--- src/rtl/pipeline_hazard_ctrl.sv ---
// Hazard controller for a 5-stage pipeline: operand forwarding, load-use stalls,
// branch flushes and memory-wait stalls with a sticky timeout and a stall counter.
module pipeline_hazard_ctrl #(
  parameter int unsigned TIMEOUT = 15,
  parameter int unsigned CNT_W   = 16
) (
  input  logic             clk,
  input  logic             reset,
  input  logic [3:0]       idRs1,
  input  logic [3:0]       idRs2,
  input  logic             idUsesRs1,
  input  logic             idUsesRs2,
  input  logic             exRegWe,
  input  logic             exWriteRegFromAlu,
  input  logic [3:0]       exRegToWrite,
  input  logic             memRegWe,
  input  logic [3:0]       memRegToWrite,
  input  logic             exPcWe,
  input  logic             memReq,
  input  logic             memReady,
  output logic [1:0]       fwdA,
  output logic [1:0]       fwdB,
  output logic             stallF,
  output logic             stallD,
  output logic             stallE,
  output logic             stallM,
  output logic             flushD,
  output logic             flushE,
  output logic             memTimeout,
  output logic [CNT_W-1:0] stallCount
);

  localparam int unsigned WCNT_W = (TIMEOUT < 2) ? 1 : $clog2(TIMEOUT + 1);

  localparam logic [1:0] ST_RUN      = 2'd0;
  localparam logic [1:0] ST_MEM_WAIT = 2'd1;
  localparam logic [1:0] ST_FLUSH    = 2'd2;

  logic [1:0]        state_q, state_d;
  logic [WCNT_W-1:0] wait_cnt_q, wait_cnt_d;
  logic              timeout_q, timeout_d;
  logic [CNT_W-1:0]  stall_cnt_q, stall_cnt_d;

  logic load_use_c;
  logic stall_fd_c, stall_em_c, flush_d_c, flush_e_c;

  // Execute-stage ALU result wins over the older memory-stage result.
  function automatic logic [1:0] fwd_sel(input logic uses, input logic [3:0] rs);
    logic [1:0] sel;
    sel = 2'b00;
    if (uses && exRegWe && exWriteRegFromAlu && (exRegToWrite == rs)) begin
      sel = 2'b01;
    end else if (uses && memRegWe && (memRegToWrite == rs)) begin
      sel = 2'b10;
    end
    return sel;
  endfunction

  always_comb begin
    fwdA = fwd_sel(idUsesRs1, idRs1);
    fwdB = fwd_sel(idUsesRs2, idRs2);
  end

  assign load_use_c = exRegWe && !exWriteRegFromAlu &&
                      ((idUsesRs1 && (exRegToWrite == idRs1)) ||
                       (idUsesRs2 && (exRegToWrite == idRs2)));

  // Next state and control; memory stall outranks branch flush outranks load-use.
  always_comb begin
    state_d    = state_q;
    wait_cnt_d = wait_cnt_q;
    timeout_d  = timeout_q;
    stall_fd_c = 1'b0;
    stall_em_c = 1'b0;
    flush_d_c  = 1'b0;
    flush_e_c  = 1'b0;
    case (state_q)
      ST_RUN: begin
        if (memReq && !memReady) begin
          stall_fd_c = 1'b1;
          stall_em_c = 1'b1;
          state_d    = ST_MEM_WAIT;
          wait_cnt_d = WCNT_W'(1);
        end else if (exPcWe) begin
          flush_d_c = 1'b1;
          flush_e_c = 1'b1;
          state_d   = ST_FLUSH;
        end else if (load_use_c) begin
          stall_fd_c = 1'b1;
          flush_e_c  = 1'b1;
        end
      end
      ST_MEM_WAIT: begin
        if (memReady) begin
          state_d = ST_RUN;
        end else if (wait_cnt_q == WCNT_W'(TIMEOUT)) begin
          timeout_d = 1'b1;
          state_d   = ST_RUN;
        end else begin
          stall_fd_c = 1'b1;
          stall_em_c = 1'b1;
          wait_cnt_d = wait_cnt_q + WCNT_W'(1);
        end
      end
      ST_FLUSH: begin
        flush_d_c = 1'b1;
        state_d   = ST_RUN;
      end
      default: begin
        state_d = ST_RUN;
      end
    endcase
  end

  // Control outputs are forced quiet while reset is held.
  always_comb begin
    stallF = reset & stall_fd_c;
    stallD = reset & stall_fd_c;
    stallE = reset & stall_em_c;
    stallM = reset & stall_em_c;
    flushD = reset & flush_d_c;
    flushE = reset & flush_e_c;
  end

  always_comb begin
    stall_cnt_d = stall_cnt_q;
    if (stallF && (stall_cnt_q != {CNT_W{1'b1}})) begin
      stall_cnt_d = stall_cnt_q + CNT_W'(1);
    end
  end

  always_ff @(posedge clk or negedge reset) begin
    if (!reset) begin
      state_q     <= ST_RUN;
      wait_cnt_q  <= '0;
      timeout_q   <= 1'b0;
      stall_cnt_q <= '0;
    end else begin
      state_q     <= state_d;
      wait_cnt_q  <= wait_cnt_d;
      timeout_q   <= timeout_d;
      stall_cnt_q <= stall_cnt_d;
    end
  end

  assign memTimeout = timeout_q;
  assign stallCount = stall_cnt_q;

endmodule

--- config.mk ---
export PLATFORM = sky130hd
export DESIGN_NAME = pipeline_hazard_ctrl
export DESIGN_NICKNAME = d
export VERILOG_FILES = /design/src/rtl/pipeline_hazard_ctrl.sv
export SDC_FILE = /design/constraint.sdc
export NUM_CORES = 1
export LEC_CHECK = 0
export CAP_MARGIN = 15
export CELL_PAD_IN_SITES_DETAIL_PLACEMENT = 1
export CELL_PAD_IN_SITES_GLOBAL_PLACEMENT = 2
export CORE_MARGIN = 5
export CORE_UTILIZATION = 33
export CTS_CLUSTER_DIAMETER = 40
export DETAILED_ROUTE_END_ITERATION = 10
export DONT_BUFFER_PORTS = 1
export PLACE_DENSITY = 0.84
export SLEW_MARGIN = 25
export SYNTH_ARGS = -nofsm -noshare
export SYNTH_HDL_FRONTEND = slang
export SYNTH_SLANG_ARGS = --single-unit
--- constraint.sdc ---
create_clock -name clk -period 2.1 [get_ports clk]
set_input_delay 0.21 -clock clk [delete_from_list [all_inputs] [get_ports clk]]
set_output_delay 0.21 -clock clk [all_outputs]
set_load 0.05 [all_outputs]
Word-level counts from Yosys, hierarchy flattened
Cells that the tools add are included.
- flip-flop bits (word level): 23
- output and inout port bits: 27
- add/subtract/negate cells: 2
- equality and inequality tests: 13
- multiplexer cells: 27
- bitwise logic cells: 5
- reductions and logical operators: 24
- operators with widths (cell ; number):
    adder 16 x 1 -> 16 bit (second input constant) ; 1
    == test 4 bit ; 4
    logical AND 1 bit ; 16
    two-way mux 2 bit ; 8
    != test 16 bit (second input constant) ; 1
    two-way mux 4 bit ; 3
    two-way mux 1 bit ; 11
    one-hot mux 4 bit (2 select lines) ; 1
    != test 2 bit (second input constant) ; 3
    != test 3 bit (second input constant) ; 2
    one-hot mux 1 bit (2 select lines) ; 3
    adder 4 x 1 -> 4 bit (second input constant) ; 1
    AND 1 bit ; 4
    == test 4 bit (second input constant) ; 1
    one-hot mux 2 bit (2 select lines) ; 1
    AND reduction 4 bit ; 1
    AND reduction 3 bit ; 1
    == test 2 x 1 -> 1 bit (second input constant) ; 1
    == test 2 bit (second input constant) ; 1
    zero test 1 bit ; 2
    zero test 2 bit ; 1
    AND reduction 2 bit ; 1
    nonzero test 2 bit ; 1
    logical OR 1 bit ; 1
    inverter 1 bit ; 1

Depth between registers and ports, before layout
Gate-level depths: netlist (run 1).
- depth in word-level cells: 10
- gate-level depth with buffers: 9
- depth with buffers taken out: 7

Worst setup path before layout (run 1)
Ideal clock, no wire load.
- path kind: input port to output port
- start: input port exRegToWrite[1]
- end: output port fwdB[1]
- data arrival time: 2.833 ns
- required time: 1.890 ns
- path slack: -0.943 ns
- stages on the path: 4
- buffers on the path: 0
- cell sequence: nor2b_1 a221o_1 nor4_1 nor3_1
- word-level cells in the longest chain between the ends: 3
- RTL lines (what ; RTL line ; source):
    from (decl) ; 15 ; input logic [3:0] exRegToWrite,
    == test 4 bit ; 51 ; if (uses && exRegWe && exWriteRegFromAlu && (exRegToWrite == rs)) begin
    logical AND 1 bit ; 51 ;
    two-way mux 2 bit ; 51 ;
    to (decl) ; 22 ; output logic [1:0] fwdB,
Every way passes these cells.

Worst setup path in the final report (run 1)
- start: register state_q[0]
- end: register stall_cnt_q[1], in the netlist stallCount[1]
- word-level cells in the longest chain between the ends: 4
- elaborated cells between the ends (all ways): 5
- classes of those cells: eq/ne (1); mux (1); bitwise (1); reduce/logical (2)
- RTL lines (what ; RTL line ; source):
    from (decl) ; 39 ; logic [1:0] state_q, state_d;
    from (signal assigned) ; 139 ; state_q <= state_d;
    == test 2 x 1 -> 1 bit or zero test 2 bit (tied branches) ; 77 ; case (state_q)
    one-hot mux 1 bit (2 select lines) * ; 77 ;
    AND 1 bit * ; 117 ; stallF = reset & stall_fd_c;
    logical AND 1 bit * ; 127 ; if (stallF && (stall_cnt_q != {CNT_W{1'b1}})) begin
    to (signal assigned) ; 142 ; stall_cnt_q <= stall_cnt_d;
    to (decl) ; 42 ; logic [CNT_W-1:0] stall_cnt_q, stall_cnt_d;
Every way passes the cells marked *; elsewhere a longest branch is shown, timed or not.
A chain may end at the register's enable or synchronous reset.

==> out/qor.csv, run 1 <==
metric;value;unit
clock slew at reported path FFs;0.08;ns
Port-buffer cells;0;
cell count after placement;221;
Worst setup EP type;flip-flop;
slowest stage delay, CP;0.42;ns
Crit Path Max Fanout;15;
kind of cell adding the most delay to the critical path;simple AND/OR/NAND/NOR gates;
Ant. Diodes;0;
Crit path buffers/inverters;2;
switching power total;0.536;mW
Worst slew margin;68.3;%
most common cell after layout, fill and taps aside;buf_4;
final worst path period need;2.02;ns
Sink Count;23;
FP Rows;23;
max-slew violation count;0;
crit path launch type;flip-flop;
Worst-Skew Late Latency;0.27;ns
Leak;0.826;nW
vias per cell;5.23;
fin crit share;96.2;%
Main synth FF type;dfrtp_1;
fmax;495;MHz
required time of the critical path;2.26;ns
via count;1219;
Critical Path AT;2.18;ns
CTS tree;built;
share of layout cells above drive strength 1;35.5;%
cell area power density;738;mW/mm^2
Final ANT Viol Nets;0;
commonest cells after routing, fill and taps aside;buf_4 (31), xnor2_1 (22), dfrtp_1 (19);
area leader, netlist;dfrtp_1;
max-cap viol count;0;
Starting Density;34.8;%
pre-CTS WS;0.0781;ns
Worst IR Drop VDD;0.000558;V
largest net degree at the start of global routing;24;
grt ovf;0;
EDFF count, synth;0;
Routability Congestion;0.722;
Final Hold Slack;0.102;ns
sequential area share after synthesis;40.4;%
# setup viols final;0;
Net Count, Synth;174;
P&R area growth vs syn;33.0;%
Routed WL per cell;17.3;um
mapped cell area;0.00142;mm^2
Clock Skew;0.00273;ns
Die X;75.7;um
CTS Buf Count;3;
Pre-Repair DR Iteration Count;4;
CTS max path bufs;2;
core footprint;0.00409;mm^2
DRC Markers;0;
Gate power share;40.7;%
GRT Total Usage;14.7;%
vias in the first global route;1396;
Synth top area share;40.4;%
Area contributors post-synth;dfrtp_1 (40%), xnor2_1 (14%), xor2_1 (4.9%), nand3_1 (4.6%), nand2_1 (3.4%);
root buffer cell;clkbuf_8;
Sw Ratio;38.4;%
first-pass GRT wire length;6.31;mm
DRT Wirelength;4.03;mm
Synth cell types;39;
IO Count;53;
Critical Path Slowest Stage Cell;or3b_4;
worst slew pin tran;0.474;ns
Avg Cell Area, Syn;9.75;um^2
Hold Vio Cnt, Final;0;
Flop pwr share;39.4;%
antenna violations before repair;0;
Initial DRC Count;21;
die footprint;0.00573;mm^2
Synth Instances;146;
CTS H-tree depth;1;
die span in y;75.7;um
outcome;completed;
Final Util;46.3;%
non-filler cells, final;233;
worst path cell trace;or3b_4 > nor2b_4 > buf_4 > o221ai_2 > a41oi_4 > buf_12 > mux2_2;
Clock power frac;19.9;%
Internal Power;0.862;mW
Hold Crit Class;input port to flip-flop;
Synth Register Bits;23;
asr flop ratio synth;100;%
worst setup path class;flip-flop to flip-flop;
nets;212;
post-detail-place hpwl;3.14;mm
Synth warnings;0;
setup TNS;0;ns
Setup WS post-layout;0.0792;ns
==> power by group through the flow <==
stage	clock [mW]	sequential, mW	combinational, mW
floorplan	0	0.722	0.200
global placement	0	0.558	0.492
detailed placement	0	0.565	0.510
CTS	0.295	0.551	0.562
global route	0.316	0.557	0.612
finish	0.279	0.551	0.568
==> kinds of logic (layout without fill, tap and decap cells) <==
group / Yosys count / in the layout / share of synthesized area [%]
AND/OR/NAND/NOR: 69 / 69 / 27.4
XOR/XNOR: 30 / 30 / 18.5
flip-flops: 23 / 23 / 40.4
AO/OA/AOI/OAI: 12 / 12 / 7.47
buffers and inverters: 9 / 46 / 3.69
adder cells (fa/ha/maj): 2 / 2 / 1.76
multiplexers: 1 / 1 / 0.791
==> final timing paths <==
path / slack [ns] / to / start / depth (start not counted)
worst min register to register: 0.56 / wait_cnt_q[3] / wait_cnt_q[3] / 2
max in group asynchronous: 1.59 / stallCount[5] / reset / 2
min in group asynchronous: 0.36 / stallCount[1] / reset / 2
worst max register to register: 0.08 / stallCount[1] / state_q[0] / 7
worst max-delay path: 0.08 / stallCount[1] / state_q[0] / 7
worst min-delay path: 0.10 / state_q[1] / exPcWe / 1
==> cell type report <==
class                           count  area (um^2)
Inverter                            5         18.8
Sequential cell                    23          581
Tap cell                           50         62.6
Clock buffer                        4         45.0
Timing Repair Buffer               37          334
Fill cell                         481         2190
Multi-Input combinational cell    114          852
==> Yosys cell counts (3+ instances only) <==
master	instances
nor2_1	8
nor3_1	4
nand4_1	6
inv_1	5
or2b_1	3
dfrtp_1	23
nand3_1	13
and3_1	5
xor2_1	8
xnor2_1	22
nand2_1	13
a21oi_1	3
==> layer usage <==
| metal | up-vias | wire length [um] | GRT usage, % |
|---|---|---|---|
| li1 | 581 | - | - |
| met1 | 596 | 1500 | 14.8 |
| met2 | 37 | 2130 | 28.2 |
| met3 | 5 | 328 | 3.43 |
| met4 | 0 | 63 | 6.80 |
| met5 | - | 0 | 0 |
==> timing repair <==
item | 4_1_cts | 5_1_grt
pin swaps | 1 | 0
buffers inserted | 4 | 2
resized for setup | 4 | 6
hold buffers | 2 | 0
hold endpoints to repair | 23 | 0
setup endpoints to repair | 4 | 6
==> sequential cells by signal, summed over array words and instances, names as in the netlist <==
signal and count:
stallCount 16, wait_cnt_q 4, state_q 2, memTimeout 1
==> per-stage QoR <==
step	power (mW)	area, um^2
3_5_place_dp	1.07	1750
5_1_grt	1.48	1890
4_1_cts	1.41	1860
6_report	1.40	1890
3_3_place_gp	1.05	1750
2_1_floorplan	0.923	1460
(Power assumes the default switching activity.)
==> run 2: changes to the inputs <==
Settings changed: CELL_PAD_IN_SITES_GLOBAL_PLACEMENT 2 to 1, CORE_UTILIZATION 33 to 41, HOLD_SLACK_MARGIN from default to 0.15, PLACE_DENSITY 0.84 to 0.83.
==> out/qor.csv, run 2 (synthesized netlist as in run 1, its figures left out) <==
metric;value;unit
# setup viols final;2;
Critical Path Slowest Stage Cell;or3b_4;
first-pass GRT wire length;6.69;mm
Clock Skew;0.00737;ns
CTS max path bufs;2;
outcome;finished with violations;
worst setup path class;flip-flop to primary output;
Ant. Diodes;0;
grt ovf;0;
failing checks;setup timing;
final worst path period need;2.10;ns
antenna violations before repair;0;
die span in y;68.9;um
required time of the critical path;1.89;ns
nets;219;
post-route cell area;0.00195;mm^2
Hold Vio Cnt, Final;0;
Hold Path Origin;exPcWe;
slowest stage delay, CP;0.43;ns
Starting Density;42.7;%
DRC Markers;0;
Critical R2R Launch;state_q[1];
fin crit share;100;%
RSZ-0062 raised after global routing;true;
Hold Crit Class;input port to flip-flop;
IO Count;53;
vias in the first global route;1433;
worst slew pin tran;0.538;ns
most common cell after layout, fill and taps aside;buf_4;
Design Power;1.41;mW
Pre-Repair DR Iteration Count;4;
Leak;0.860;nW
kind of cell adding the most delay to the critical path;simple AND/OR/NAND/NOR gates;
cell area power density;722;mW/mm^2
Worst slew margin;64.2;%
fmax;476;MHz
DRT Wirelength;4.57;mm
Area after DPL;0.00173;mm^2
Sink Count;23;
Port-buffer cells;0;
max FFs per register;16;
Worst Setup SP;state_q[1];
commonest cells after routing, fill and taps aside;buf_4 (33), xnor2_1 (22), dfrtp_1 (19);
root buffer cell;clkbuf_4;
share of layout cells above drive strength 1;38.9;%
Die X;68.9;um
Worst IR Drop VDD;0.000388;V
GRT Total Usage;19.4;%
Routability Congestion;0.798;
max-slew violation count;0;
die footprint;0.00475;mm^2
Setup WS post-layout;-0.00114;ns
most used cell, CP;nand2_4;
max-cap viol count;0;
via count;1285;
clock slew at reported path FFs;0.14;ns
core footprint;0.00334;mm^2
P&R area growth vs syn;36.9;%
FP Rows;21;
Crit path buffers/inverters;2;
Filler cells;395;
CTS Buf Count;3;
crit path launch type;flip-flop;
post-detail-place hpwl;3.24;mm
Worst setup EP type;primary output;
CTS tree;built;
largest net degree at the start of global routing;24;
Critical Path AT;1.89;ns
worst path cell trace;or3b_4 > nor2b_4 > buf_6 > or2_4 > nand2_4 > nand2_4 > buf_12;
CTS H-tree depth;1;
Crit Path Max Fanout;3;
vias per cell;5.44;
Routed WL per cell;19.4;um
Initial DRC Count;33;
Final ANT Viol Nets;0;
Worst-Skew Late Latency;0.34;ns
setup TNS;-0.00201;ns
-- run 2: cell types whose count changed in the layout (fill, tap and decap cells not counted), sizes merged --
cell         before  now
buf              36   41
dlygate4sd3       1    3
clkbuf            4    3
clkinvlp          0    1
-- run 2: worst register-to-register path: stages, from the launching register on --
cell	delay (ns)
dfrtp_1	0.42
or3b_4	0.43
nor2b_4	0.15
buf_6	0.12
o221ai_4	0.10
a41oi_4	0.25
buf_6	0.17
mux2_4	0.30
-- run 2: power by group --
group	leakage [nW]	switching (mW)	internal, mW
Clock	0.0139	0.155	0.0733
Sequential	0.303	0.0478	0.510
Combinational	0.543	0.387	0.234
Total	0.860	0.590	0.817
-- run 2: what timing repair did --
item                                    in CTS  in global routing
hold buffers                                 3                  1
setup buffers                                6                  4
gates cloned                                 0                  1
pin swaps                                    2                  5
hold endpoints to repair                    25                 23
gates resized for setup                      8                 12
endpoints found under the setup margin       6                 16
-- run 2: through the flow --
step / instances / util [%] / hold slack (ns) / setup slack (ns)
2_1_floorplan: 146 / - / -0.0856 / -0.154
3_3_place_gp: 217 / 51.8 / -0.0849 / 0.147
3_5_place_dp: 217 / 51.8 / -0.0847 / 0.0101
4_1_cts: 230 / 55.6 / 0.210 / 0.0172
5_1_grt: 236 / 58.4 / 0.220 / -0.0652
6_report: 236 / 58.4 / 0.235 / -0.00114
-- run 2: layout make-up --
cell class,count,area [um^2],area share [%]
Tap cell,46,57.6,2.95
Inverter,5,18.8,0.963
Timing Repair Buffer,44,373,19.1
Multi-Input combinational cell,114,890,45.6
Clock inverter,1,7.51,0.385
Sequential cell,23,581,29.8
Clock buffer,3,22.5,1.16
-- run 2: worst paths after layout --
check | slack [ns] | to | cells after the start
min in group asynchronous | 0.37 | wait_cnt_q[3] | 2
max | -0.001 | stallD | 7
min reg2reg | 0.59 | wait_cnt_q[0] | 2
min | 0.24 | stallCount[12] | 3
max in group asynchronous | 1.33 | stallCount[0] | 2
max reg2reg | 0.05 | stallCount[1] | 7
-- run 2: metal layers --
layer / part of all wire, % / GRT usage [%] / vias up
li1: - / - / 595
met1: 34 / 18.8 / 650
met2: 57 / 38.2 / 30
met3: 7.0 / 7.13 / 10
met4: 1.9 / 4.87 / 0
met5: 0 / 0 / -
==> run 3: changes to the inputs <==
Settings changed: CORE_UTILIZATION 41 to 46, HOLD_SLACK_MARGIN 0.15 to default, PLACE_DENSITY 0.83 to 0.88.
Clock period 2.1 ns to 2 ns, I/O delays scaled along.
==> out/qor.csv, run 3 (synthesized netlist as in run 1, its figures left out) <==
metric;value;unit
Final ANT Viol Nets;0;
setup TNS;-0.284;ns
Routed WL per cell;22.8;um
post-detail-place hpwl;3.35;mm
Pre-Repair DR Iteration Count;4;
# setup viols final;6;
required time of the critical path;1.80;ns
Setup WS post-layout;-0.0831;ns
RSZ-0062 raised after global routing;true;
cell area power density;766;mW/mm^2
Leak;0.841;nW
non-filler cells, final;220;
CTS Buf Count;3;
P&R area growth vs syn;37.8;%
FP Rows;20;
DRC Markers;0;
share of layout cells above drive strength 1;46.0;%
Hold Vio Cnt, Final;0;
most common cell after layout, fill and taps aside;buf_4;
Crit Path Max Fanout;3;
IO Count;53;
GRT Total Usage;24.7;%
first-pass GRT wire length;7.96;mm
Worst slew margin;64.6;%
die footprint;0.00431;mm^2
Starting Density;47.4;%
CTS H-tree depth;1;
Worst-Skew Late Latency;0.32;ns
vias in the first global route;1526;
Initial DRC Count;27;
max-cap viol count;0;
root buffer cell;clkbuf_4;
Critical Path AT;1.88;ns
CTS max path bufs;2;
Final Hold Slack;0.0756;ns
CTS tree;built;
crit path launch type;flip-flop;
Die X;65.6;um
Routability Congestion;0.778;
Clock Skew;0.0186;ns
clock slew at reported path FFs;0.12;ns
die span in y;65.6;um
Ant. Diodes;0;
pre-CTS WS;-0.0647;ns
Worst setup EP type;primary output;
largest net degree at the start of global routing;24;
max FFs per register;16;
core footprint;0.00300;mm^2
Worst IR Drop VDD;0.000651;V
final worst path period need;2.08;ns
antenna violations before repair;0;
outcome;finished with violations;
max-slew violation count;0;
fmax;480;MHz
cell count after placement;205;
nets;216;
via count;1332;
grt ovf;0;
Hold Crit Class;input port to flip-flop;
commonest cells after routing, fill and taps aside;buf_4 (36), xnor2_1 (20), dfrtp_1 (12);
worst setup path class;flip-flop to primary output;
vias per cell;6.05;
Port-buffer cells;0;
worst slew pin tran;0.531;ns
Design Power;1.50;mW
failing checks;setup timing;
DRT Wirelength;5.02;mm
Sink Count;23;
fin crit share;104;%
==> run 3: cell types whose count changed in the layout (fill, tap and decap cells not counted), moves of 3 or more <==
cell	delta
buf_4	+3
dfrtp_2	+7
nand3_2	+5
dfrtp_1	-7
nand3_1	-5
buf_6	-3
==> run 3: per-layer routing <==
layer	global-route usage (%)	share of wire, %	vias up
met5	0	0	-
met4	11.7	4.7	0
met3	4.62	7.0	24
met2	48.3	54	64
met1	24.3	34	656
li1	-	-	588
==> run 3: layout make-up <==
cell class | count | area (um^2)
timing repair buffer | 41 | 337
fill | 335 | 1040
sequential | 23 | 589
inverter | 5 | 22.5
clock inverter | 1 | 5.00
tap | 33 | 41.3
clock buffer | 3 | 22.5
multi-input combinational | 114 | 945
==> run 3: critical path: stages (launching register included) <==
cell	delay, ns
dfrtp_1	0.41
ha_2	0.21
nand3_2	0.08
nor2b_4	0.14
buf_6	0.11
or2_4	0.25
nand2_8	0.10
clkinvlp_4	0.09
buf_12	0.17
==> run 3: path summary, 6_finish.rpt <==
check                         startpoint        endpoint  slack [ns]  cells after the start
hold / removal                    exPcWe      state_q[1]        0.08                      1
max in group asynchronous          reset   stallCount[0]        1.21                      2
min in group asynchronous          reset  stallCount[10]        0.38                      2
setup reg to reg              state_q[1]   stallCount[1]       -0.04                      7
setup / recovery           wait_cnt_q[0]          stallM       -0.08                      8
hold reg to reg            wait_cnt_q[3]      memTimeout        0.62                      2
==> run 3: stage by stage <==
step,util [%],cell area [um^2]
finish,65.3,1960
global route,65.3,1960
CTS,63.4,1900
detailed placement,59.6,1790
global placement,59.6,1790
floorplan,-,1540
==> run 3: repair_timing <==
item | 4_1_cts | 5_1_grt
endpoints found under the hold margin | 23 | 23
endpoints found under the setup margin | 7 | 18
hold buffers | 1 | 1
resized for setup | 8 | 5
pin swaps | 3 | 4
buffers inserted | 6 | 3
==> run 3: power breakdown <==
part / internal, mW / switching [mW] / total (mW)
logic: 0.263 / 0.414 / 0.677
clock network: 0.0748 / 0.147 / 0.222
registers: 0.538 / 0.0656 / 0.603
total: 0.876 / 0.627 / 1.50
